[src/rtl/aes_seq_pkg.sv]
// Shared types and sizes for the AES byte-serial sequencer.
package aes_seq_pkg;
  localparam int AES_BYTES = 16;
  localparam int AES_BITS  = 128;

  typedef enum logic [1:0] {IDLE, START, WAIT, DRAIN} seq_state_t;
endpackage

[src/rtl/aes_byte_shreg.sv]
// Byte-wide shift register with a byte counter; serves key, plaintext and ciphertext.
module aes_byte_shreg #(
  parameter int NBYTES = 16,
  parameter int W      = 8 * NBYTES,
  parameter int CW     = $clog2(NBYTES + 1)
) (
  input  logic          clk,
  input  logic          rst,
  input  logic          load,
  input  logic [W-1:0]  load_data,
  input  logic          shift,
  input  logic [7:0]    shift_in,
  input  logic          cnt_clr,
  input  logic          cnt_one,
  output logic [W-1:0]  data,
  output logic [CW-1:0] cnt
);

  always_ff @(posedge clk or posedge rst) begin
    if (rst) begin
      data <= '0;
      cnt  <= '0;
    end else begin
      if (load)       data <= load_data;
      else if (shift) data <= {data[W-9:0], shift_in};
      // cnt_one restarts the count on the byte that begins a fresh field
      if (load || cnt_clr) cnt <= '0;
      else if (shift)      cnt <= cnt_one ? CW'(1) : cnt + 1'b1;
    end
  end

endmodule

[src/rtl/aes_io_sequencer.sv]
// Byte-serial loader, run controller and ciphertext streamer for the AES-128 core.
module aes_io_sequencer
  import aes_seq_pkg::*;
#(
  parameter int NBYTES      = AES_BYTES,
  parameter int TIMEOUT_CYC = 64
) (
  input  logic                clk,
  input  logic                rst,
  input  logic                in_valid,
  input  logic                in_sel,
  input  logic [7:0]          in_byte,
  input  logic                out_ready,
  output logic                out_valid,
  output logic [7:0]          out_byte,
  output logic                core_start,
  output logic [AES_BITS-1:0] core_key,
  output logic [AES_BITS-1:0] core_pt,
  input  logic                core_done,
  input  logic [AES_BITS-1:0] core_ct,
  output logic                busy,
  output logic                key_valid,
  output logic                overrun,
  output logic                timeout_err,
  input  logic                clr_flags
);

  localparam int CW = $clog2(NBYTES + 1);
  localparam int TW = $clog2(TIMEOUT_CYC + 1);
  localparam logic [CW-1:0] CNT_FULL = CW'(NBYTES);
  localparam logic [CW-1:0] CNT_LAST = CW'(NBYTES - 1);
  localparam logic [TW-1:0] TMO_LAST = TW'(TIMEOUT_CYC - 1);

  seq_state_t          state, state_d;
  logic [TW-1:0]       tmo_cnt, tmo_d;
  logic [CW-1:0]       key_cnt, pt_cnt, ct_idx;
  logic [AES_BITS-1:0] ct_data;
  logic                key_acc, pt_acc, ovr_set, tmo_set;
  logic                pt_clr, ct_load, ct_shift;
  logic                key_valid_d, pt_full_d;

  assign key_acc = in_valid && !in_sel && (state != WAIT);
  assign pt_acc  = in_valid && in_sel && (state == IDLE) && (pt_cnt < CNT_FULL);
  assign ovr_set = in_valid && (in_sel ? !pt_acc : (state == WAIT));

  // Look ahead one write so the block launches the cycle after its last byte.
  always_comb begin
    key_valid_d = key_valid;
    if (key_acc) key_valid_d = key_valid ? 1'b0 : (key_cnt == CNT_LAST);
  end
  assign pt_full_d = (pt_cnt == CNT_FULL) || (pt_acc && pt_cnt == CNT_LAST);

  aes_byte_shreg #(.NBYTES(NBYTES)) u_key (
    .clk, .rst, .load(1'b0), .load_data('0), .shift(key_acc), .shift_in(in_byte),
    .cnt_clr(1'b0), .cnt_one(key_valid), .data(core_key), .cnt(key_cnt)
  );

  aes_byte_shreg #(.NBYTES(NBYTES)) u_pt (
    .clk, .rst, .load(1'b0), .load_data('0), .shift(pt_acc), .shift_in(in_byte),
    .cnt_clr(pt_clr), .cnt_one(1'b0), .data(core_pt), .cnt(pt_cnt)
  );

  aes_byte_shreg #(.NBYTES(NBYTES)) u_ct (
    .clk, .rst, .load(ct_load), .load_data(core_ct), .shift(ct_shift), .shift_in(8'h00),
    .cnt_clr(1'b0), .cnt_one(1'b0), .data(ct_data), .cnt(ct_idx)
  );

  always_ff @(posedge clk or posedge rst) begin
    if (rst) begin
      state       <= IDLE;
      tmo_cnt     <= '0;
      key_valid   <= 1'b0;
      overrun     <= 1'b0;
      timeout_err <= 1'b0;
    end else begin
      state     <= state_d;
      tmo_cnt   <= tmo_d;
      key_valid <= key_valid_d;
      if (ovr_set)        overrun <= 1'b1;
      else if (clr_flags) overrun <= 1'b0;
      if (tmo_set)        timeout_err <= 1'b1;
      else if (clr_flags) timeout_err <= 1'b0;
    end
  end

  always_comb begin
    state_d    = state;
    tmo_d      = tmo_cnt;
    tmo_set    = 1'b0;
    pt_clr     = 1'b0;
    ct_load    = 1'b0;
    ct_shift   = 1'b0;
    core_start = 1'b0;
    out_valid  = 1'b0;
    case (state)
      IDLE: if (pt_full_d && key_valid_d) state_d = START;
      START: begin
        core_start = 1'b1;
        tmo_d      = '0;
        state_d    = WAIT;
      end
      WAIT: begin
        // done on the expiry cycle still counts as a completion
        if (core_done) begin
          ct_load = 1'b1;
          state_d = DRAIN;
        end else if (tmo_cnt == TMO_LAST) begin
          tmo_set = 1'b1;
          pt_clr  = 1'b1;
          state_d = IDLE;
        end else begin
          tmo_d = tmo_cnt + 1'b1;
        end
      end
      DRAIN: begin
        out_valid = 1'b1;
        if (out_ready) begin
          ct_shift = 1'b1;
          if (ct_idx == CNT_LAST) begin
            pt_clr  = 1'b1;
            state_d = IDLE;
          end
        end
      end
      default: state_d = IDLE;
    endcase
  end

  assign out_byte = ct_data[AES_BITS-1 -: 8];
  assign busy     = (state != IDLE);

endmodule

[config.mk]
export PLATFORM = sky130hd
export DESIGN_NAME = aes_io_sequencer
export DESIGN_NICKNAME = d
export VERILOG_FILES = /design/src/rtl/aes_seq_pkg.sv /design/src/rtl/aes_byte_shreg.sv /design/src/rtl/aes_io_sequencer.sv
export SDC_FILE = /design/constraint.sdc
export NUM_CORES = 1
export LEC_CHECK = 0
export BUFFER_PORTS_ARGS = -buffer_cell sky130_fd_sc_hd__buf_2
export CORE_ASPECT_RATIO = 0.5
export CORE_MARGIN = 4
export CORE_UTILIZATION = 41
export CTS_BUF_LIST = sky130_fd_sc_hd__clkbuf_8
export DETAILED_ROUTE_END_ITERATION = 10
export PLACE_DENSITY = 0.76
export SLEW_MARGIN = 10
export SYNTH_ARGS = -nofsm -noshare
export SYNTH_HDL_FRONTEND = slang
export SYNTH_SLANG_ARGS = --single-unit
export TNS_END_PERCENT = 100
[constraint.sdc]
create_clock -name clk -period 13 [get_ports clk]
set_input_delay 1.3 -clock clk [delete_from_list [all_inputs] [get_ports clk]]
set_output_delay 1.3 -clock clk [all_outputs]
set_load 0.02 [all_outputs]
# --- Yosys cells after proc, flatten, opt, wreduce, memory -nomap -nowiden ---
# Cells that the tools add are included.
totals:
  ff_bits: 411
  input_bits: 143
  output_inout_bits: 270
  elab_cells: 85
classes:
  addsub: 4
  n_lt_le_gt_ge: 1
  n_eq_ne: 15
  n_mux: 34
  n_reduce_logical: 20
op_table:
  columns: ["op", "count"]
  rows:
  - ["two-way mux 128 bit", 2]
  - ["two-way mux 5 bit", 5]
  - ["two-way mux 1 bit", 17]
  - ["adder 5 x 1 -> 5 bit, second input constant", 3]
  - ["== test 5 x 4 -> 1 bit, second input constant", 3]
  - ["two-way mux 7 bit", 2]
  - ["case mux 7 bit (2 select lines)", 1]
  - ["nonzero test 2 bit", 6]
  - ["two-way mux 2 bit", 5]
  - ["inequality test 2 bit, second input constant", 5]
  - ["logical AND 1 bit", 8]
  - ["case mux 2 bit (4 select lines)", 1]
  - ["adder 7 x 1 -> 7 bit, second input constant", 1]
  - ["== test 7 x 6 -> 1 bit, second input constant", 1]
  - ["== test 5 bit, second input constant", 1]
  - ["less-than comparator 5 bit, second input constant", 1]
  - ["== test 2 bit, second input constant", 2]
  - ["AND reduction 4 bit", 1]
  - ["inequality test 3 x 2 -> 1 bit, second input constant", 1]
  - ["AND reduction 3 bit", 1]
  - ["== test 2 x 1 -> 1 bit, second input constant", 1]
  - ["zero test 1 bit", 2]
  - ["zero test 2 bit", 1]
  - ["inequality test 2 x 1 -> 1 bit, second input constant", 1]
  - ["2 further kinds", 2]

# --- Logic depth before layout (Yosys ltp) ---
depth:
  depth_word: 8
  mapped_depth: 7
  mapped_depth_nobuf: 6

# --- Hierarchy ---
# A second synthesis with hierarchy kept.
unflattened:
  hier_cells: 1843
  hier_area_um2: 19197.2
by_module_without_submodules:
  columns: ["mod", "instances", "cells_each", "area_each_um2", "seq_area_each_um2"]
  rows:
  - ["aes_byte_shreg", 3, 585, 6132.1, 3328.2]
  - ["aes_io_sequencer", 1, 88, 800.8, 300.3]

# --- Least setup slack after synthesis ---
# OpenSTA, ideal clock, no wires.
synth_path:
  path_type: "input to register"
  from: "input core_done"
  to: "register u_ct.data[10]"
  setup_ns: 0.083
  arrival_ns: 2.352
  setup_slack_ns: 10.565
  cell_stages: 7
  cell_sequence: "and3b_1 -> buf_2 -> buf_2 -> buf_2 -> buf_1 -> nand2_1 -> o21ai_0"
synth_via:
  elab_chain_len: 3
  elab_cells_between_ends: 4
  classes_between: "mux: 3; reduce/logical: 1"
synth_rtl:
  columns: ["item", "line", "rtl"]
  rows:
  - ["start, declared", "aes_io_sequencer.sv:19", "input logic core_done,"]
  - ["two-way mux 1 bit (*)", "aes_io_sequencer.sv:104", "if (core_done) begin"]
  - ["two-way mux 1 bit (*)", "aes_io_sequencer.sv:95", "case (state)"]
  - ["two-way mux 128 bit or nonzero test 2 bit (tied branches)", null, null]
  - ["end signal, assigned", "aes_byte_shreg.sv:24", "if (load) data <= load_data;"]
  - ["end signal, assigned", "aes_byte_shreg.sv:25", "else if (shift) data <= {data[W-9:0], shift_in};"]
  - ["end, declared", "aes_byte_shreg.sv:15", "output logic [W-1:0] data,"]
# Mark *: on every way between the ends. The rest lies on a longest branch, timed or not.
# A chain may end at the register's enable or synchronous reset.

# --- Worst setup path after layout ---
layout_path:
  from: "input out_ready"
  to: "register u_ct.data[124]"
layout_via:
  elab_chain_len: 3
layout_rtl:
  columns: ["item", "line", "rtl"]
  rows:
  - ["start, declared", "aes_io_sequencer.sv:13", "input logic out_ready,"]
  - ["two-way mux 1 bit", "aes_io_sequencer.sv:117", "if (out_ready) begin"]
  - ["two-way mux 1 bit", "aes_io_sequencer.sv:95", null]
  - ["nonzero test 2 bit (no source line)", null, null]
# Every way passes these cells.

==> metrics.md <==
| Metric | Value |
|---|---|
| Fmax | between 0.2 and 0.3 GHz |
| Core ar. | a little under 40000 um^2 |
| CP max stage cell | and3_4 |
| Vias per Instance | approximately 5.0 |
| Initial antenna violation count | 2 |
| Worst vdd rail ir drop | between 0.1 and 0.15 mV |
| Syn Area/Cell | 13.43 um^2 |
| Max Cap Violations | 0 |
| Wirelength per Cell | between 15 and 20 um |
| Worst path arrival time | 3840 ps |
| Commonest non-fill, non-tap cell in the layout | buf_2 |
| Clk sinks | between 400 and 500 |
| Tcrit/Tclk final | roughly a quarter |
| Routed Antenna Nets | 0 |
| Clk slew on worst S/H paths | roughly 70 ps |
| Die footprint | 44110 um^2 |
| Delay of the slowest critical-path stage | between 700 and 800 ps |
| DRC errors left | 0 |
| Area contributors post-synth | dfrtp_1 (62%), mux2_2 (17%), mux2i_1 (6.8%) |
| First-pass GRT wire length | 64.23 mm |
| Mapped cell area | 16660 um^2 |
| Post-Syn Nets | 1391 |
| Initial DRC count | approximately 550 |
| CTS tree | done |
| Post-synthesis xor/xnor area fraction | 0.3155% |
| # resized after CTS | 0 |
| FP Rows | 51 |
| Slew @ Worst Pin | 1146 ps |
| Final Max Slew Viols | 0 |
| Layout Skew | 32.49 ps |
| Hold_buf cts | 0 |
| Top-area cell type share of the netlist area | about three fifths |
| Finished Core Util | roughly half |
| GRT Residual Overflow | 0 |
| Largest family of logic cells by synthesized area | multiplexers |
| Post-synthesis simple-gate area fraction | 4.935% |
| Die Ht | 150.5 um |
| R2R setup slack | between 9000 and 10000 ps |
| Clk root buf | clkbuf_8 |
| CTS Buf Count | 59 |
| Yosys reg bits | just over 400 |
| Largest net degree at the start of global routing | 153 |
| Chip Width | ~300 um |
| RePlAce Congestion | around 0.84 |
| Filler Cell Count | 3388 |
| Endpoints failing hold | 0 |
| Min setup slack post-route | between 9000 and 10000 ps |
| RSZ-0062 raised after global routing | false |
| Post-synthesis mux area share | between 20 and 25% |
| Status | finished, final reports clean |
| Rel. slew slack | roughly a quarter |
| Crit-path cells | buf_2 -> and3_4 -> buf_4 -> buf_4 -> mux2i_1 -> o21ai_0 |
| Fin Hold WS | 477.5 ps |
| Setup TNS | 0 ps |
| Number of buffers added on ports | just over 400 |
| Design area | slightly above 20000 um^2 |
| First drt pass iteration count | 4 |
| Share of cells above drive strength 1 | a little under half |
| Final #Nets | around 1800 |
| Commonest non-fill, non-tap cells in the layout | buf_2 (412), dfrtp_1 (411), mux2_2 (250) |
| Ports | slightly above 400 |
| WP data required | roughly 13000 ps |
| Post-CTS Setup Inserts | 0 |
| P&R area growth vs syn | 22.27% |
| Leakage | ~10 nW |
| Multi-input gate area | ~5900 um^2 |
| WS Path Type | in2reg |
| # H-tree levels | 2 |
| Final Power | 4.249 mW |
| Critical path capture point type | register |
| Adder-cell share of the synthesized area | less than 1% |
| Clock insertion delay at the later pin of the skew report | between 600 and 700 ps |
| PD cells | between 200 and 250 nW/um^2 |
| Dpl ws | approximately 9000 ps |
| Cell variety after synth | between 40 and 50 |
| Total GRT Usage | between 10% and 20% |
| Placed insts | 2111 |
| DRT Wirelength | roughly 42 mm |
| Post-Syn Instances | ~1200 |
| Most Frequent Cell on Critical Path | buf_4 |
| DP HPWL | around 29 mm |
| Startpoint Class | input port |
| Top Family by Delay on Critical Path | buffers and inverters |
| Initial Utilization | 42.17% |
| Register area share after synthesis | between 60% and 70% |
| Setup violators final | 0 |
| Vias in the first global route | 11280 |
| Compound-Gate Fraction of Synth Area | 5.311% |
| Ys Warns | 0 |
| Area leader, netlist | dfrtp_1 |
| Reg area | 10280 um^2 |
| Hold Path Class | reg2reg |
| Clock Path Buffers | 3 |
| Fin cells | between 2000 and 2500 |
| CP Buf/Inv Count | 3 |
| Minimum clock period | 3408 ps |
| Vias | 11040 |
| Critical Path Fanout Max | 52 |
| Placed cell areas | between 15000 and 20000 um^2 |
[sequential cells by signal, summed over array words and instances (netlist names)]
signal       flops
u_ct.data      128
u_ct.cnt         5
overrun          1
u_key.data     128
key_valid        1
timeout_err      1
u_pt.data      128
tmo_cnt          7
u_key.cnt        5
u_pt.cnt         5
state            2
[metal layers]
layer,GRT usage (%),up-vias,routed length [um]
met2,33.45,196,22660
met5,0,-,0
met4,6.466,0,1233
met3,3.110,79,1297
met1,22.12,5589,16610
li1,-,5174,-
[cells by family (layout without fill, tap and decap cells)]
kind of cell / count (synthesis) / count (layout)
and+or+nand+nor: 194 / 194
adders and majority gates: 8 / 8
muxes: 370 / 370
AOI/OAI and AO/OA: 155 / 155
DFF: 411 / 411
buffers and inverters: 96 / 548
other: 0 / 2
xor gates and xnor gates: 6 / 6
[worst paths after layout]
| check | startpoint | end | depth (start not counted) |
|---|---|---|---|
| worst max-delay path | out_ready | u_ct.data[124]$_DFFE_PP0P_ | 6 |
| worst min-delay path | u_ct.data[114]$_DFFE_PP0P_ | u_ct.data[114]$_DFFE_PP0P_ | 2 |
| worst max register to register | state[0]$_DFFE_PP0P_ | u_ct.data[124]$_DFFE_PP0P_ | 5 |
| worst min register to register | u_ct.data[114]$_DFFE_PP0P_ | u_ct.data[114]$_DFFE_PP0P_ | 2 |
| max in group asynchronous | rst | u_ct.data[65]$_DFFE_PP0P_ | 4 |
| min in group asynchronous | rst | u_key.data[47]$_DFFE_PP0N_ | 2 |
[final cells by class]
class                      count  share of cell area, %
timing repair buffer         423                  10.53
tap                          530                  3.256
clock inverter                35                  1.229
sequential                   411                  50.50
inverter                      14                 0.2949
multi-input combinational    733                  29.03
clock buffer                  76                  5.136
antenna                        2                0.02457
[report_power, final]
| part | switching (mW) | total (mW) | internal, mW |
|---|---|---|---|
| logic | 0.715 | 1.23 | 0.511 |
| clock network | 0.510 | 1.10 | 0.589 |
| registers | 0.269 | 1.92 | 1.65 |
[cell usage after synthesis (all sizes together)]
cell type  instances
a211oi             1
a21oi              3
a221o              2
a22o              10
a22oi             11
a31oi              3
a32oi              1
and2               1
and3               5
and3b              2
and4bb             1
buf               64
clkbuf            18
dfrtp            411
ha                 8
inv               14
mux2             257
mux2i            113
nand2            146
nand2b             3
nand3              9
nand3b             2
nand4              2
nor2              15
nor2b              1
nor3               2
nor3b              1
nor4               2
nor4b              1
o211a              1
o211ai             1
o21ai            115
o22ai              3
o311ai             1
o31ai              2
o41ai              1
or2                1
xnor2              4
xor2               2
[worst register-to-register path: stages (launching register included)]
cell and delay (ps):
dfrtp_1 580, and3_4 850, buf_4 660, buf_4 650, mux2i_1 250, o21ai_0 100
Power figures use the tool's default switching activity.
